--- src/rtl/dot_feeder_14_pkg.sv ---
// Shared definitions for the dot-channel feeder: field widths, data width
// default and the sequencer state encoding.
package dot_feeder_14_pkg;

    localparam int CS_W         = 4;
    localparam int PHASE_W      = 3;
    localparam int TMO_W        = 8;
    localparam int NUM_ELEM     = 36;
    localparam int DEF_DATA_LEN = 16;
    // The channel needs this many cycles of concurrent loads before its q is meaningful.
    localparam int MIN_DWELL    = 3;

    typedef enum logic [1:0] {
        ST_IDLE  = 2'd0,
        ST_FETCH = 2'd1,
        ST_LOAD  = 2'd2,
        ST_EMIT  = 2'd3
    } state_t;

endpackage

--- src/rtl/dot_feeder_14_sched.sv ---
// sched_counter_14: nested (phase, cs) schedule counter, cs inner, with a
// flag marking the final slot of the run.
module sched_counter_14
    import dot_feeder_14_pkg::*;
#(
    parameter int NUM_CS    = 9,
    parameter int NUM_PHASE = 4
) (
    input  logic               clk,
    input  logic               rst_n,
    input  logic               clr,
    input  logic               adv,
    output logic [CS_W-1:0]    cs,
    output logic [PHASE_W-1:0] phase,
    output logic               last
);

    localparam logic [CS_W-1:0]    CS_MAX    = CS_W'(NUM_CS - 1);
    localparam logic [PHASE_W-1:0] PHASE_MAX = PHASE_W'(NUM_PHASE - 1);

    logic cs_wrap;
    logic phase_wrap;

    assign cs_wrap    = (cs == CS_MAX);
    assign phase_wrap = (phase == PHASE_MAX);
    assign last       = cs_wrap && phase_wrap;

    always_ff @(posedge clk or negedge rst_n) begin
        if (!rst_n) begin
            cs    <= '0;
            phase <= '0;
        end else if (clr) begin
            cs    <= '0;
            phase <= '0;
        end else if (adv) begin
            if (cs_wrap) begin
                cs    <= '0;
                phase <= phase_wrap ? '0 : phase + PHASE_W'(1);
            end else begin
                cs <= cs + CS_W'(1);
            end
        end
    end

endmodule

--- src/rtl/dot_feeder_14.sv ---
// Driving-side sequencer for one dot channel: fetches windows, walks the
// (phase, cs) weight schedule and forwards each channel result downstream.
//
// state    | meaning
// ---------+---------------------------------------------------------------
// ST_IDLE  | waiting for start; done pulses here after a completed run
// ST_FETCH | in_ready high, waiting for an upstream window
// ST_LOAD  | loads high to the channel, waiting for ch_valid or timeout
// ST_EMIT  | loads low, result presented downstream until accepted
module dot_feeder_14
    import dot_feeder_14_pkg::*;
#(
    parameter int NUM_CS    = 9,
    parameter int NUM_PHASE = 4,
    parameter int TIMEOUT   = 15,
    parameter int DATA_LEN  = DEF_DATA_LEN
) (
    input  logic                         clk,
    input  logic                         rst_n,
    input  logic                         start,
    input  logic                         in_valid,
    output logic                         in_ready,
    input  logic [NUM_ELEM*DATA_LEN-1:0] in_d,
    output logic                         ch_ws_load,
    output logic                         ch_dc_load,
    output logic [CS_W-1:0]              ch_cs,
    output logic [PHASE_W-1:0]           ch_phase,
    output logic [NUM_ELEM*DATA_LEN-1:0] ch_d,
    input  logic                         ch_valid,
    input  logic [DATA_LEN-1:0]          ch_q,
    output logic                         out_valid,
    input  logic                         out_ready,
    output logic [DATA_LEN-1:0]          out_q,
    output logic                         busy,
    output logic                         done,
    output logic                         error
);

    localparam logic [TMO_W-1:0] TMO_LAST  = TMO_W'(TIMEOUT - 1);
    localparam logic [TMO_W-1:0] DWELL_MIN = TMO_W'(MIN_DWELL - 1);

    state_t                         state_q;
    state_t                         state_d;
    logic [TMO_W-1:0]               tmo_q;
    logic [NUM_ELEM*DATA_LEN-1:0]   win_q;
    logic [DATA_LEN-1:0]            res_q;
    logic                           error_q;
    logic                           done_q;

    logic sched_clr;
    logic sched_adv;
    logic sched_last;
    logic run_start;
    logic in_hs;
    logic capture;
    logic tmo_hit;
    logic out_hs;

    sched_counter_14 #(
        .NUM_CS    (NUM_CS),
        .NUM_PHASE (NUM_PHASE)
    ) u_sched (
        .clk   (clk),
        .rst_n (rst_n),
        .clr   (sched_clr),
        .adv   (sched_adv),
        .cs    (ch_cs),
        .phase (ch_phase),
        .last  (sched_last)
    );

    assign run_start = (state_q == ST_IDLE) && start;
    assign in_hs     = (state_q == ST_FETCH) && in_valid;
    // ch_valid earlier than the minimum dwell cannot be a real result.
    assign capture   = (state_q == ST_LOAD) && ch_valid && (tmo_q >= DWELL_MIN);
    assign tmo_hit   = (state_q == ST_LOAD) && !capture && (tmo_q == TMO_LAST);
    assign out_hs    = (state_q == ST_EMIT) && out_ready;

    assign sched_clr = run_start;
    assign sched_adv = out_hs;

    always_comb begin
        state_d = state_q;
        case (state_q)
            ST_IDLE:  if (run_start) state_d = ST_FETCH;
            ST_FETCH: if (in_hs) state_d = ST_LOAD;
            ST_LOAD: begin
                if (capture)      state_d = ST_EMIT;
                else if (tmo_hit) state_d = ST_IDLE;
            end
            ST_EMIT:  if (out_hs) state_d = sched_last ? ST_IDLE : ST_FETCH;
            default:  state_d = ST_IDLE;
        endcase
    end

    always_ff @(posedge clk or negedge rst_n) begin
        if (!rst_n) state_q <= ST_IDLE;
        else        state_q <= state_d;
    end

    always_ff @(posedge clk or negedge rst_n) begin
        if (!rst_n)                 tmo_q <= '0;
        else if (state_q == ST_LOAD) tmo_q <= tmo_q + TMO_W'(1);
        else                        tmo_q <= '0;
    end

    always_ff @(posedge clk or negedge rst_n) begin
        if (!rst_n)     win_q <= '0;
        else if (in_hs) win_q <= in_d;
    end

    always_ff @(posedge clk or negedge rst_n) begin
        if (!rst_n)       res_q <= '0;
        else if (capture) res_q <= ch_q;
    end

    always_ff @(posedge clk or negedge rst_n) begin
        if (!rst_n) begin
            error_q <= 1'b0;
            done_q  <= 1'b0;
        end else begin
            done_q <= out_hs && sched_last;
            if (run_start)    error_q <= 1'b0;
            else if (tmo_hit) error_q <= 1'b1;
        end
    end

    assign in_ready   = (state_q == ST_FETCH);
    assign ch_ws_load = (state_q == ST_LOAD);
    assign ch_dc_load = (state_q == ST_LOAD);
    assign ch_d       = win_q;
    assign out_valid  = (state_q == ST_EMIT);
    assign out_q      = res_q;
    assign busy       = (state_q != ST_IDLE);
    assign done       = done_q;
    assign error      = error_q;

endmodule

--- config.mk ---
export PLATFORM = sky130hd
export DESIGN_NAME = dot_feeder_14
export DESIGN_NICKNAME = d
export VERILOG_FILES = /design/src/rtl/dot_feeder_14_pkg.sv /design/src/rtl/dot_feeder_14_sched.sv /design/src/rtl/dot_feeder_14.sv
export SDC_FILE = /design/constraint.sdc
export NUM_CORES = 1
export LEC_CHECK = 0
export ABC_AREA = 1
export BUFFER_PORTS_ARGS = -buffer_cell sky130_fd_sc_hd__buf_2
export CORE_AREA = 2 2 465 467
export CTS_CLUSTER_SIZE = 12
export DETAILED_ROUTE_END_ITERATION = 10
export DIE_AREA = 0 0 467 469
export HOLD_SLACK_MARGIN = 0.08
export PLACE_DENSITY = 0.31
export SLEW_MARGIN = 0
export SYNTH_ARGS = -nofsm -noshare
export SYNTH_HDL_FRONTEND = slang
export SYNTH_SLANG_ARGS = --single-unit
--- constraint.sdc ---
create_clock -name clk -period 2.1 [get_ports clk]
set_input_delay 0.105 -clock clk [delete_from_list [all_inputs] [get_ports clk]]
set_output_delay 0.105 -clock clk [all_outputs]
set_load 0.02 [all_outputs]
==> results.sh, run 1 <==
export IMPL_first_pass_detailed_route_iteration_total=4
export IMPL_power_density_nw_per_um2=1480
export IMPL_cp_arrival_ns=2.48
export IMPL_drt_total_wl_mm=120
export IMPL_synth_largest_area_cell="sky130_fd_sc_hd__dfrtp_1"
export IMPL_seqCellArea_um2=15300
export IMPL_timing_final_crit_share_pct=91.8
export IMPL_cts_path_max_buffers=3
export IMPL_io_pins=1204
export IMPL_number_of_drc_markers_in_iteration_0=420
export IMPL_data_required_critical_path_ns=2.65
export IMPL_synth_cell_area_um2=23200
export IMPL_clock_root_buffer="sky130_fd_sc_hd__clkbuf_16"
export IMPL_clock_tree_htree_level_count=3
export IMPL_final_layout_size_suffix_gt1_share_pct=57.6
export IMPL_leakage_uw=0.0195
export IMPL_yosys_register_bits=611
export IMPL_global_route_overflow_total=0
export IMPL_total_power_uw=62800
export IMPL_tightest_slew_ns=0.649
export IMPL_yosysUniqueCellTypes=24
export IMPL_place_hpwl_mm=96.9
export IMPL_cts_inserted_buffers=84
export IMPL_effective_utilization_at_floorplan_pct=10.9
export IMPL_crit_path_start="state_q[0]"
export IMPL_cts_sink_count=611
export IMPL_critPathKind="flop to flop"
export IMPL_cts_setup_buffers=0
export IMPL_post_synth_cell_area_avg_um2=16.4
export IMPL_worst_r2r_endpoint="ch_d[471]"
export IMPL_min_period_ns=1.93
export IMPL_multiInputGateArea_um2=7100
export IMPL_finalSetupViolCount=0
export IMPL_routabilityCongestion=0.746
export IMPL_syn_to_final_growth_pct=82.4
export IMPL_antenna_violating_nets_post_route=0
export IMPL_worst_r2r_setup_slack_ns=0.17
export IMPL_crit_path_end_kind="flop"
export IMPL_final_setup_tns_ns=0
export IMPL_globalRouteTotalUtil_pct=10.5
export IMPL_post_synth_inst_count=1413
export IMPL_fp_dieArea_um2=219000
export IMPL_crit_path_start_kind="flop"
export IMPL_dpl_cell_area_um2=32900
export IMPL_final_hold_violation_count=0
export IMPL_slowest_stage="sky130_fd_sc_hd__dfrtp_1"
export IMPL_critPathMaxStageDelay_ns=0.40
export IMPL_reg2reg_from="state_q[0]"
export IMPL_vias_per_cell=3.09
export IMPL_timing_max_transition_violations_final=0
export IMPL_clkSlewWorstSetupHoldPaths_ns=0.06
export IMPL_largest_net_degree_at_the_start_of_global_routing=77
export IMPL_core_region_area_um2=214000
export IMPL_cts_tree="done"
export IMPL_ff2ff_path_depth=6
export IMPL_buffer_ports_inserted=1203
export IMPL_post_drt_wl_per_cell_um=19.1
export IMPL_fillerInstances=23500
export IMPL_achievable_frequency_mhz=519
export IMPL_vdd_ir_drop_worst_mv=0.835
export IMPL_synth_seq_area_share_pct=65.8
export IMPL_synth_fp_nets=2016
export IMPL_number_of_remaining_drc_errors=0
export IMPL_first_global_vias=21300
export IMPL_synth_area_leaders="sky130_fd_sc_hd__dfrtp_1 (66%), sky130_fd_sc_hd__mux2_2 (28%), sky130_fd_sc_hd__buf_6 (2.9%)"
export IMPL_finish_instance_area_um2=42400
export IMPL_dieWidth_um=467
export IMPL_critical_path_max_fanout=23
export IMPL_synthesis_yosys_warnings=0
export IMPL_setup_worst_path_end="ch_d[471]"
export IMPL_cp_cell_sequence="inv_1 > nor2_4 > nand2_8 > buf_12 > buf_4 > mux2_2"
export IMPL_insertion_delay_ns=0.68
export IMPL_route_vias_total=19400
export IMPL_hold_crit_class="primary input to flop"
export IMPL_initial_antenna_violation_count=63
export IMPL_rows=170
export IMPL_num_nets_final=3973
export IMPL_status="finished, final reports clean"
export IMPL_grt_first_pass_wirelength_mm=163
export IMPL_die_height_um=469
export IMPL_skew_ns=0.0173
export IMPL_synth_top_area_share_pct=65.8
export IMPL_grt_setup_unrepaired="no"
export IMPL_drv_max_cap_violation_count=0
export IMPL_maxSlewHeadroom_pct=56.7
## cells by family after synthesis
group	Yosys count	synth area share (%)
AOI/OAI and AO/OA	31	0.716
muxes	576	27.9
xor gates and xnor gates	3	0.113
and+or+nand+nor	81	1.49
buffers and inverters	106	3.68
adders and majority gates	5	0.269
DFF	611	65.8
## how the worst min path moves through the flow
stage          startpoint  slack [ns]  cells after the start         to
2_1_floorplan       rst_n       -0.19                      0    ch_d[0]
3_3_place_gp        rst_n        0.17                      1  ch_d[363]
3_5_place_dp        rst_n        0.17                      1  ch_d[149]
4_1_cts         in_d[153]        0.08                      3  ch_d[153]
5_1_grt         in_d[527]        0.13                      3  ch_d[527]
6_report         in_d[63]        0.19                      3   ch_d[63]
## where the power goes
part / switching [uW] / internal (uW)
clock: 5800 / 8740
sequential: 3140 / 17700
combinational: 16200 / 11300
total: 25200 / 37700
## worst max-delay path, delay by kind of cell (launching register included)
family	cells	cell delay, ns
buffers and inverters	3	0.68
flip-flops	1	0.40
multiplexers	1	0.36
AND/OR/NAND/NOR	2	0.25
## synth_stat cells, drive strengths merged
master	count
xor2	2
nor2	23
inv	39
xnor2	1
buf	64
nand3	11
nand3b	1
o21ai	23
clkbuf	3
dfrtp	611
nand4	1
a21oi	6
o22ai	1
nand2	41
nor3	3
mux2	576
a21boi	1
and3	1
ha	5
## final cells by class
type	count	area share (%)
Clock inverter	20	0.582
Multi-Input combinational cell	696	16.8
Timing Repair Buffer	1938	31.8
Inverter	39	0.351
Tap cell	2838	8.38
Clock buffer	129	5.96
Sequential cell	611	36.1
Antenna cell	14	0.0827
## state kept, by name, indices dropped and copies added (netlist names)
| name | flops |
|---|---|
| state_q | 2 |
| out_q | 16 |
| done | 1 |
| ch_d | 576 |
| u_sched.phase | 3 |
| error | 1 |
| tmo_q | 8 |
| u_sched.cs | 4 |
## stage by stage
stage | std cells | setup slack (ns) | util [%] | hold WS [ns]
detailed placement | 5455 | 0.273 | 15.4 | 0.175
global placement | 5455 | 0.250 | 15.4 | 0.166
finish | 6285 | 0.173 | 19.8 | 0.188
CTS | 6272 | 0.0222 | 19.8 | 0.0801
floorplan | 1413 | 0.621 | - | -0.191
global route | 6283 | 0.0485 | 19.8 | 0.131
## per-layer routing
layer	part of all wire [%]	track usage [%]	vias to the layer above
met1	39	11.7	9371
met4	3.1	3.53	52
li1	-	-	8876
met3	10	4.62	219
met2	48	17.7	885
met5	0.26	0	-
## placed cells by master (no fill, tap or decap)
cell,n
sky130_fd_sc_hd__a21boi_0,1
sky130_fd_sc_hd__a21oi_1,6
sky130_fd_sc_hd__and3_1,1
sky130_fd_sc_hd__buf_12,21
sky130_fd_sc_hd__buf_2,1202
sky130_fd_sc_hd__buf_4,47
sky130_fd_sc_hd__buf_8,1
sky130_fd_sc_hd__bufinv_16,4
sky130_fd_sc_hd__clkbuf_1,24
sky130_fd_sc_hd__clkbuf_16,88
sky130_fd_sc_hd__clkbuf_8,17
sky130_fd_sc_hd__clkinv_2,8
sky130_fd_sc_hd__clkinv_8,3
sky130_fd_sc_hd__clkinvlp_4,5
sky130_fd_sc_hd__dfrtp_1,611
sky130_fd_sc_hd__diode_2,14
sky130_fd_sc_hd__dlygate4sd3_1,667
sky130_fd_sc_hd__ha_1,5
sky130_fd_sc_hd__inv_1,38
sky130_fd_sc_hd__inv_4,1
sky130_fd_sc_hd__mux2_2,576
sky130_fd_sc_hd__nand2_1,39
sky130_fd_sc_hd__nand2_4,1
sky130_fd_sc_hd__nand2_8,1
sky130_fd_sc_hd__nand3_1,11
sky130_fd_sc_hd__nand3b_1,1
sky130_fd_sc_hd__nand4_1,1
sky130_fd_sc_hd__nor2_1,22
sky130_fd_sc_hd__nor2_4,1
sky130_fd_sc_hd__nor3_1,3
sky130_fd_sc_hd__o21ai_0,21
sky130_fd_sc_hd__o21ai_2,2
sky130_fd_sc_hd__o22ai_1,1
sky130_fd_sc_hd__xnor2_1,1
sky130_fd_sc_hd__xor2_1,2
## timing repair
action,CTS,global route
gates resized for setup,4,0
endpoints found under the setup margin,2,12
hold buffers,668,0
hold endpoints to repair,1214,0
cloned,0,0
Note: power is estimated with default switching activity, not from simulation.
==> inputs of run 2 (changes only) <==
--- a/config.mk
+++ b/config.mk
@@ -13,6 +13,7 @@
 export DIE_AREA = 0 0 467 469
 export HOLD_SLACK_MARGIN = 0.08
 export PLACE_DENSITY = 0.31
+export SETUP_SLACK_MARGIN = 0.5
 export SLEW_MARGIN = 0
 export SYNTH_ARGS = -nofsm -noshare
 export SYNTH_HDL_FRONTEND = slang
==> results.sh, run 2 (same netlist as run 1, synthesis figures left out) <==
export IMPL_route_vias_total=19600
export IMPL_cts_sink_count=611
export IMPL_antenna_violating_nets_post_route=0
export IMPL_core_region_area_um2=214000
export IMPL_tightest_slew_ns=0.645
export IMPL_critPathKind="flop to flop"
export IMPL_buffer_ports_inserted=1203
export IMPL_largest_net_degree_at_the_start_of_global_routing=77
export IMPL_first_pass_detailed_route_iteration_total=6
export IMPL_final_setup_tns_ns=0
export IMPL_rows=170
export IMPL_initial_antenna_violation_count=63
export IMPL_data_required_critical_path_ns=2.67
export IMPL_cp_arrival_ns=2.38
export IMPL_multiInputGateArea_um2=7170
export IMPL_min_period_ns=1.80
export IMPL_crit_path_start_kind="flop"
export IMPL_maxSlewHeadroom_pct=57.0
export IMPL_drt_total_wl_mm=123
export IMPL_final_layout_size_suffix_gt1_share_pct=58.8
export IMPL_insertion_delay_ns=0.68
export IMPL_clkSlewWorstSetupHoldPaths_ns=0.06
export IMPL_effective_utilization_at_floorplan_pct=10.9
export IMPL_final_common_cell="sky130_fd_sc_hd__buf_2"
export IMPL_clock_tree_htree_level_count=3
export IMPL_dpl_cell_area_um2=32900
export IMPL_syn_to_final_growth_pct=85.5
export IMPL_layout_cells_most_common_list="sky130_fd_sc_hd__buf_2 (1,197), sky130_fd_sc_hd__dlygate4sd3_1 (654), sky130_fd_sc_hd__dfrtp_1 (609), sky130_fd_sc_hd__mux2_2 (576), sky130_fd_sc_hd__clkbuf_16 (101)"
export IMPL_global_route_overflow_total=0
export IMPL_total_power_uw=63800
export IMPL_fp_dieArea_um2=219000
export IMPL_power_density_nw_per_um2=1480
export IMPL_grt_first_pass_wirelength_mm=163
export IMPL_cts_inserted_buffers=84
export IMPL_number_of_remaining_drc_errors=0
export IMPL_achievable_frequency_mhz=554
export IMPL_timing_final_crit_share_pct=85.9
export IMPL_drv_max_cap_violation_count=0
export IMPL_critical_path_max_fanout=26
export IMPL_fillerInstances=23500
export IMPL_preCtsSetupSlack_ns=0.273
export IMPL_largest_register_ffs=576
export IMPL_vias_per_cell=3.10
export IMPL_clock_root_buffer="sky130_fd_sc_hd__clkbuf_16"
export IMPL_first_global_vias=21200
export IMPL_grt_setup_unrepaired="yes"
export IMPL_hold_crit_class="primary input to flop"
export IMPL_globalRouteTotalUtil_pct=10.5
export IMPL_final_hold_violation_count=0
export IMPL_post_drt_wl_per_cell_um=19.5
export IMPL_die_height_um=469
export IMPL_number_of_drc_markers_in_iteration_0=442
export IMPL_setup_slack_ns=0.296
export IMPL_crit_path_end_kind="flop"
export IMPL_status="finished, final reports clean"
export IMPL_io_pins=1204
export IMPL_routabilityCongestion=0.746
export IMPL_vdd_ir_drop_worst_mv=0.834
export IMPL_seqCellArea_um2=15300
export IMPL_skew_ns=0.0168
export IMPL_place_hpwl_mm=96.9
export IMPL_num_nets_final=4000
export IMPL_finish_instance_area_um2=43100
export IMPL_timing_max_transition_violations_final=0
export IMPL_cts_path_max_buffers=3
export IMPL_leakage_uw=0.0199
export IMPL_dieWidth_um=467
export IMPL_cts_tree="done"
export IMPL_finalSetupViolCount=0
## run 2: stage by stage
step / utilization, % / std cells / hold WS [ns]
4_1_cts: 19.8 / 6266 / 0.0370
5_1_grt: 20.2 / 6310 / 0.109
3_3_place_gp: 15.4 / 5455 / 0.166
6_report: 20.2 / 6312 / 0.147
2_1_floorplan: - / 1413 / -0.191
3_5_place_dp: 15.4 / 5455 / 0.175
## run 2: area by class of cell
| cell class | count | area share, % |
|---|---|---|
| Timing Repair Buffer | 1965 | 32.8 |
| Tap cell | 2838 | 8.24 |
| Multi-Input combinational cell | 696 | 16.6 |
| Clock buffer | 129 | 5.86 |
| Sequential cell | 611 | 35.5 |
| Clock inverter | 20 | 0.572 |
| Antenna cell | 14 | 0.0813 |
| Inverter | 39 | 0.351 |
## run 2: worst paths after layout
check,from,endpoint,slack (ns),depth (start not counted)
max,state_q[0],ch_d[402],0.30,7
min in group asynchronous,rst_n,ch_d[104],0.38,3
min reg2reg,tmo_q[0],tmo_q[0],0.46,1
min,in_valid,ch_d[314],0.15,4
max in group asynchronous,rst_n,ch_d[532],1.26,3
max reg2reg,state_q[0],ch_d[402],0.30,7
## run 2: layer usage
layer  part of all wire [%]  track usage (%)  up-vias
met2                     49             17.7      882
met1                     38             11.7     9489
met5                   0.27                0        -
met4                    2.9             3.44       54
met3                    9.8             4.62      214
li1                       -                -     8939
## run 2: timing repair
action / 4_1_cts / 5_1_grt
pin swaps: 1 / 5
endpoints found under the hold margin: 1214 / 0
hold buffers: 655 / 0
setup endpoints to repair: 577 / 587
resized for setup: 23 / 53
gates cloned: 0 / 17
buffers inserted: 7 / 15
## run 2: worst max-delay path, stage by stage, from the launching register on
cell and delay (ns):
sky130_fd_sc_hd__dfrtp_1 0.40, sky130_fd_sc_hd__inv_2 0.08, sky130_fd_sc_hd__buf_6 0.10, sky130_fd_sc_hd__nor2_4 0.04, sky130_fd_sc_hd__nand2_8 0.12, sky130_fd_sc_hd__buf_12 0.22, sky130_fd_sc_hd__clkbuf_16 0.27, sky130_fd_sc_hd__mux2_2 0.35
## run 2: report_power, final
part           total (uW)  switching (uW)  leakage [uW]  internal (uW)
Sequential          20800            3140       0.00727          17700
Combinational       28400           16600        0.0113          11800
Clock               14500            5810       0.00134           8740
==> inputs of run 3 (changes only) <==
--- a/config.mk
+++ b/config.mk
@@ -7,14 +7,16 @@
 export LEC_CHECK = 0
 export ABC_AREA = 1
 export BUFFER_PORTS_ARGS = -buffer_cell sky130_fd_sc_hd__buf_2
-export CORE_AREA = 2 2 465 467
+export CORE_AREA = 2 2 474 476
+export CTS_CLUSTER_DIAMETER = 50
 export CTS_CLUSTER_SIZE = 12
 export DETAILED_ROUTE_END_ITERATION = 10
-export DIE_AREA = 0 0 467 469
+export DIE_AREA = 0 0 476 478
 export HOLD_SLACK_MARGIN = 0.08
 export PLACE_DENSITY = 0.31
 export SETUP_SLACK_MARGIN = 0.5
 export SLEW_MARGIN = 0
 export SYNTH_ARGS = -nofsm -noshare
 export SYNTH_HDL_FRONTEND = slang
+export SYNTH_HIERARCHICAL = 1
 export SYNTH_SLANG_ARGS = --single-unit
==> constraint.sdc (replaced) <==
create_clock -name clk -period 1.6 [get_ports clk]
set_input_delay 0.08 -clock clk [delete_from_list [all_inputs] [get_ports clk]]
set_output_delay 0.08 -clock clk [all_outputs]
set_load 0.02 [all_outputs]
==> results.sh, run 3 <==
export IMPL_drt_total_wl_mm=150
export IMPL_clkSlewWorstSetupHoldPaths_ns=0.05
export IMPL_finish_instance_area_um2=47900
export IMPL_data_required_critical_path_ns=2.22
export IMPL_ff2ff_path_depth=7
export IMPL_routabilityCongestion=0.833
export IMPL_vdd_ir_drop_worst_mv=1.08
export IMPL_synthesis_yosys_warnings=6
export IMPL_io_pins=1204
export IMPL_drv_max_cap_violation_count=0
export IMPL_cp_arrival_ns=2.40
export IMPL_synth_edff_count=0
export IMPL_place_hpwl_mm=122
export IMPL_largest_net_degree_at_the_start_of_global_routing=92
export IMPL_worst_r2r_setup_slack_ns=-0.18
export IMPL_fp_dieArea_um2=228000
export IMPL_power_density_nw_per_um2=1980
export IMPL_most_frequent_cell_after_synthesis="sky130_fd_sc_hd__dfrtp_1"
export IMPL_final_layout_size_suffix_gt1_share_pct=54.5
export IMPL_synth_top_area_share_pct=65.6
export IMPL_yosys_register_bits=611
export IMPL_leakage_uw=0.0219
export IMPL_number_of_remaining_drc_errors=0
export IMPL_post_synth_cell_area_avg_um2=16.3
export IMPL_synth_seq_area_share_pct=65.6
export IMPL_cts_inserted_buffers=115
export IMPL_hold_slack_ns=0.173
export IMPL_maxSlewHeadroom_pct=42.0
export IMPL_finalSetupViolCount=608
export IMPL_clock_tree_htree_level_count=3
export IMPL_tightest_slew_ns=0.867
export IMPL_worst_r2r_endpoint="ch_d[563]"
export IMPL_preCtsSetupSlack_ns=-0.0732
export IMPL_rows=174
export IMPL_globalRouteTotalUtil_pct=12.7
export IMPL_first_global_vias=23400
export IMPL_clock_root_buffer="sky130_fd_sc_hd__clkbuf_16"
export IMPL_die_height_um=478
export IMPL_post_synth_inst_count=1429
export IMPL_achievable_frequency_mhz=563
export IMPL_min_period_ns=1.78
export IMPL_worst_path_dominant_cell_family="buffers and inverters"
export IMPL_buffer_ports_inserted=1203
export IMPL_final_common_cell="sky130_fd_sc_hd__buf_2"
export IMPL_critPathKind="flop to flop"
export IMPL_setup_slack_ns=-0.177
export IMPL_ys_dominant_reg_cell="sky130_fd_sc_hd__dfrtp_1"
export IMPL_cts_path_max_buffers=3
export IMPL_critical_path_max_fanout=29
export IMPL_synth_cell_area_um2=23300
export IMPL_dieWidth_um=476
export IMPL_post_drt_wl_per_cell_um=21.7
export IMPL_status="complete, but fails checks"
export IMPL_cts_tree="done"
export IMPL_final_hold_violation_count=0
export IMPL_crit_path_start="state_q[0]"
export IMPL_route_vias_total=21500
export IMPL_crit_path_start_kind="flop"
export IMPL_global_route_overflow_total=0
export IMPL_synth_async_reset_ratio_pct=100
export IMPL_num_nets_final=4354
export IMPL_synth_area_leaders="sky130_fd_sc_hd__dfrtp_1 (66%), sky130_fd_sc_hd__mux2_2 (28%), sky130_fd_sc_hd__buf_6 (2.9%)"
export IMPL_skew_ns=0.0292
export IMPL_whs_path_depth=3
export IMPL_number_of_drc_markers_in_iteration_0=599
export IMPL_antenna_violating_nets_post_route=0
export IMPL_vias_per_cell=3.13
export IMPL_hp_start="in_d[83]"
export IMPL_failed_checks="setup timing"
export IMPL_reg2reg_from="state_q[0]"
export IMPL_first_pass_detailed_route_iteration_total=5
export IMPL_synthTopCellsByCount="sky130_fd_sc_hd__dfrtp_1 (611), sky130_fd_sc_hd__mux2_2 (576), sky130_fd_sc_hd__buf_6 (60)"
export IMPL_layout_cells_most_common_list="sky130_fd_sc_hd__buf_2 (1,187), sky130_fd_sc_hd__dlygate4sd3_1 (981), sky130_fd_sc_hd__dfrtp_1 (607), sky130_fd_sc_hd__mux2_2 (575), sky130_fd_sc_hd__clkbuf_16 (120)"
export IMPL_largest_register_ffs=576
export IMPL_cts_sink_count=611
export IMPL_timing_max_transition_violations_final=0
export IMPL_critPathMaxStageDelay_ns=0.40
export IMPL_total_power_uw=94900
export IMPL_insertion_delay_ns=0.73
export IMPL_syn_to_final_growth_pct=105
export IMPL_timing_hold_worst_endpoint="ch_d[83]"
export IMPL_grt_setup_unrepaired="yes"
export IMPL_core_region_area_um2=223000
export IMPL_worst_path_buf_inv=4
export IMPL_yosysUniqueCellTypes=24
export IMPL_slowest_stage="sky130_fd_sc_hd__dfrtp_1"
export IMPL_hold_crit_class="primary input to flop"
export IMPL_timing_final_crit_share_pct=111
export IMPL_synth_largest_area_cell="sky130_fd_sc_hd__dfrtp_1"
export IMPL_crit_path_end_kind="flop"
export IMPL_grt_first_pass_wirelength_mm=199
export IMPL_cp_cell_sequence="inv_2 > nor2_4 > buf_6 > nand2_8 > buf_12 > buf_16 > mux2_2"
export IMPL_effective_utilization_at_floorplan_pct=10.4
export IMPL_synth_fp_nets=2032
export IMPL_initial_antenna_violation_count=95
export IMPL_dpl_cell_area_um2=33200
## run 3: final cells by class
cell class              count  area [um^2]
diodes                     50          125
clock buffers             145         3160
clock inverters            70         1070
fillers                 24300       175000
inverters                  44          178
multi-input cells         707         7220
flip-flops and latches    611        15300
well taps                2992         3740
repair buffers           2272        17100
## run 3: timing repair
item | in CTS | in global routing
gates resized for setup | 54 | 10
endpoints found under the hold margin | 1214 | 0
hold buffers | 982 | 0
setup endpoints to repair | 1215 | 1523
gates cloned | 0 | 5
setup buffers | 7 | 5
pin swaps | 3 | 1
## run 3: cells by family (layout without fill, tap and decap cells)
kind of cell | after synthesis | in the layout | synth area share [%]
AOI/OAI and AO/OA | 30 | 30 | 0.660
adders and majority gates | 5 | 5 | 0.268
DFF | 611 | 611 | 65.6
xor gates and xnor gates | 1 | 1 | 0.0376
muxes | 576 | 576 | 27.8
buffers and inverters | 111 | 2531 | 3.76
other | 0 | 50 | 0
and+or+nand+nor | 95 | 95 | 1.86
## run 3: through the flow
stage          utilization [%]  setup TNS, ns  cells
2_1_floorplan                -              0   1429
3_3_place_gp              14.9         -17.04   5627
3_5_place_dp              14.9         -11.21   5627
4_1_cts                   21.3         -92.04   6831
5_1_grt                   21.5        -108.98   6879
6_report                  21.5         -68.73   6891
## run 3: routing by layer
| layer | track usage [%] | wire, um | share of wire (%) |
|---|---|---|---|
| met1 | 15.9 | 63200 | 42 |
| met2 | 20.4 | 68000 | 45 |
| met3 | 4.82 | 15100 | 10 |
| met4 | 2.92 | 3200 | 2.1 |
| met5 | 0 | 233 | 0.16 |
## run 3: power breakdown
part,switching [uW],internal (uW),total (uW)
Clock,9410,17600,27000
Combinational,24400,16000,40400
Sequential,4270,23200,27500
Total,38100,56900,94900
## run 3: how the worst max path moves through the flow
| stage | to | slack [ns] | cells past startpoint |
|---|---|---|---|
| floorplan | ch_d[100] | 0.16 | 5 |
| global placement | ch_d[541] | -0.09 | 6 |
| detailed placement | ch_d[541] | -0.07 | 6 |
| CTS | ch_d[50] | -0.20 | 7 |
| global route | ch_ws_load | -0.23 | 5 |
| finish | ch_d[563] | -0.18 | 7 |
## run 3: worst min-delay path: stages
cell and delay, ns:
sky130_fd_sc_hd__dlygate4sd3_1 0.55, sky130_fd_sc_hd__buf_2 0.12, sky130_fd_sc_hd__mux2_2 0.13
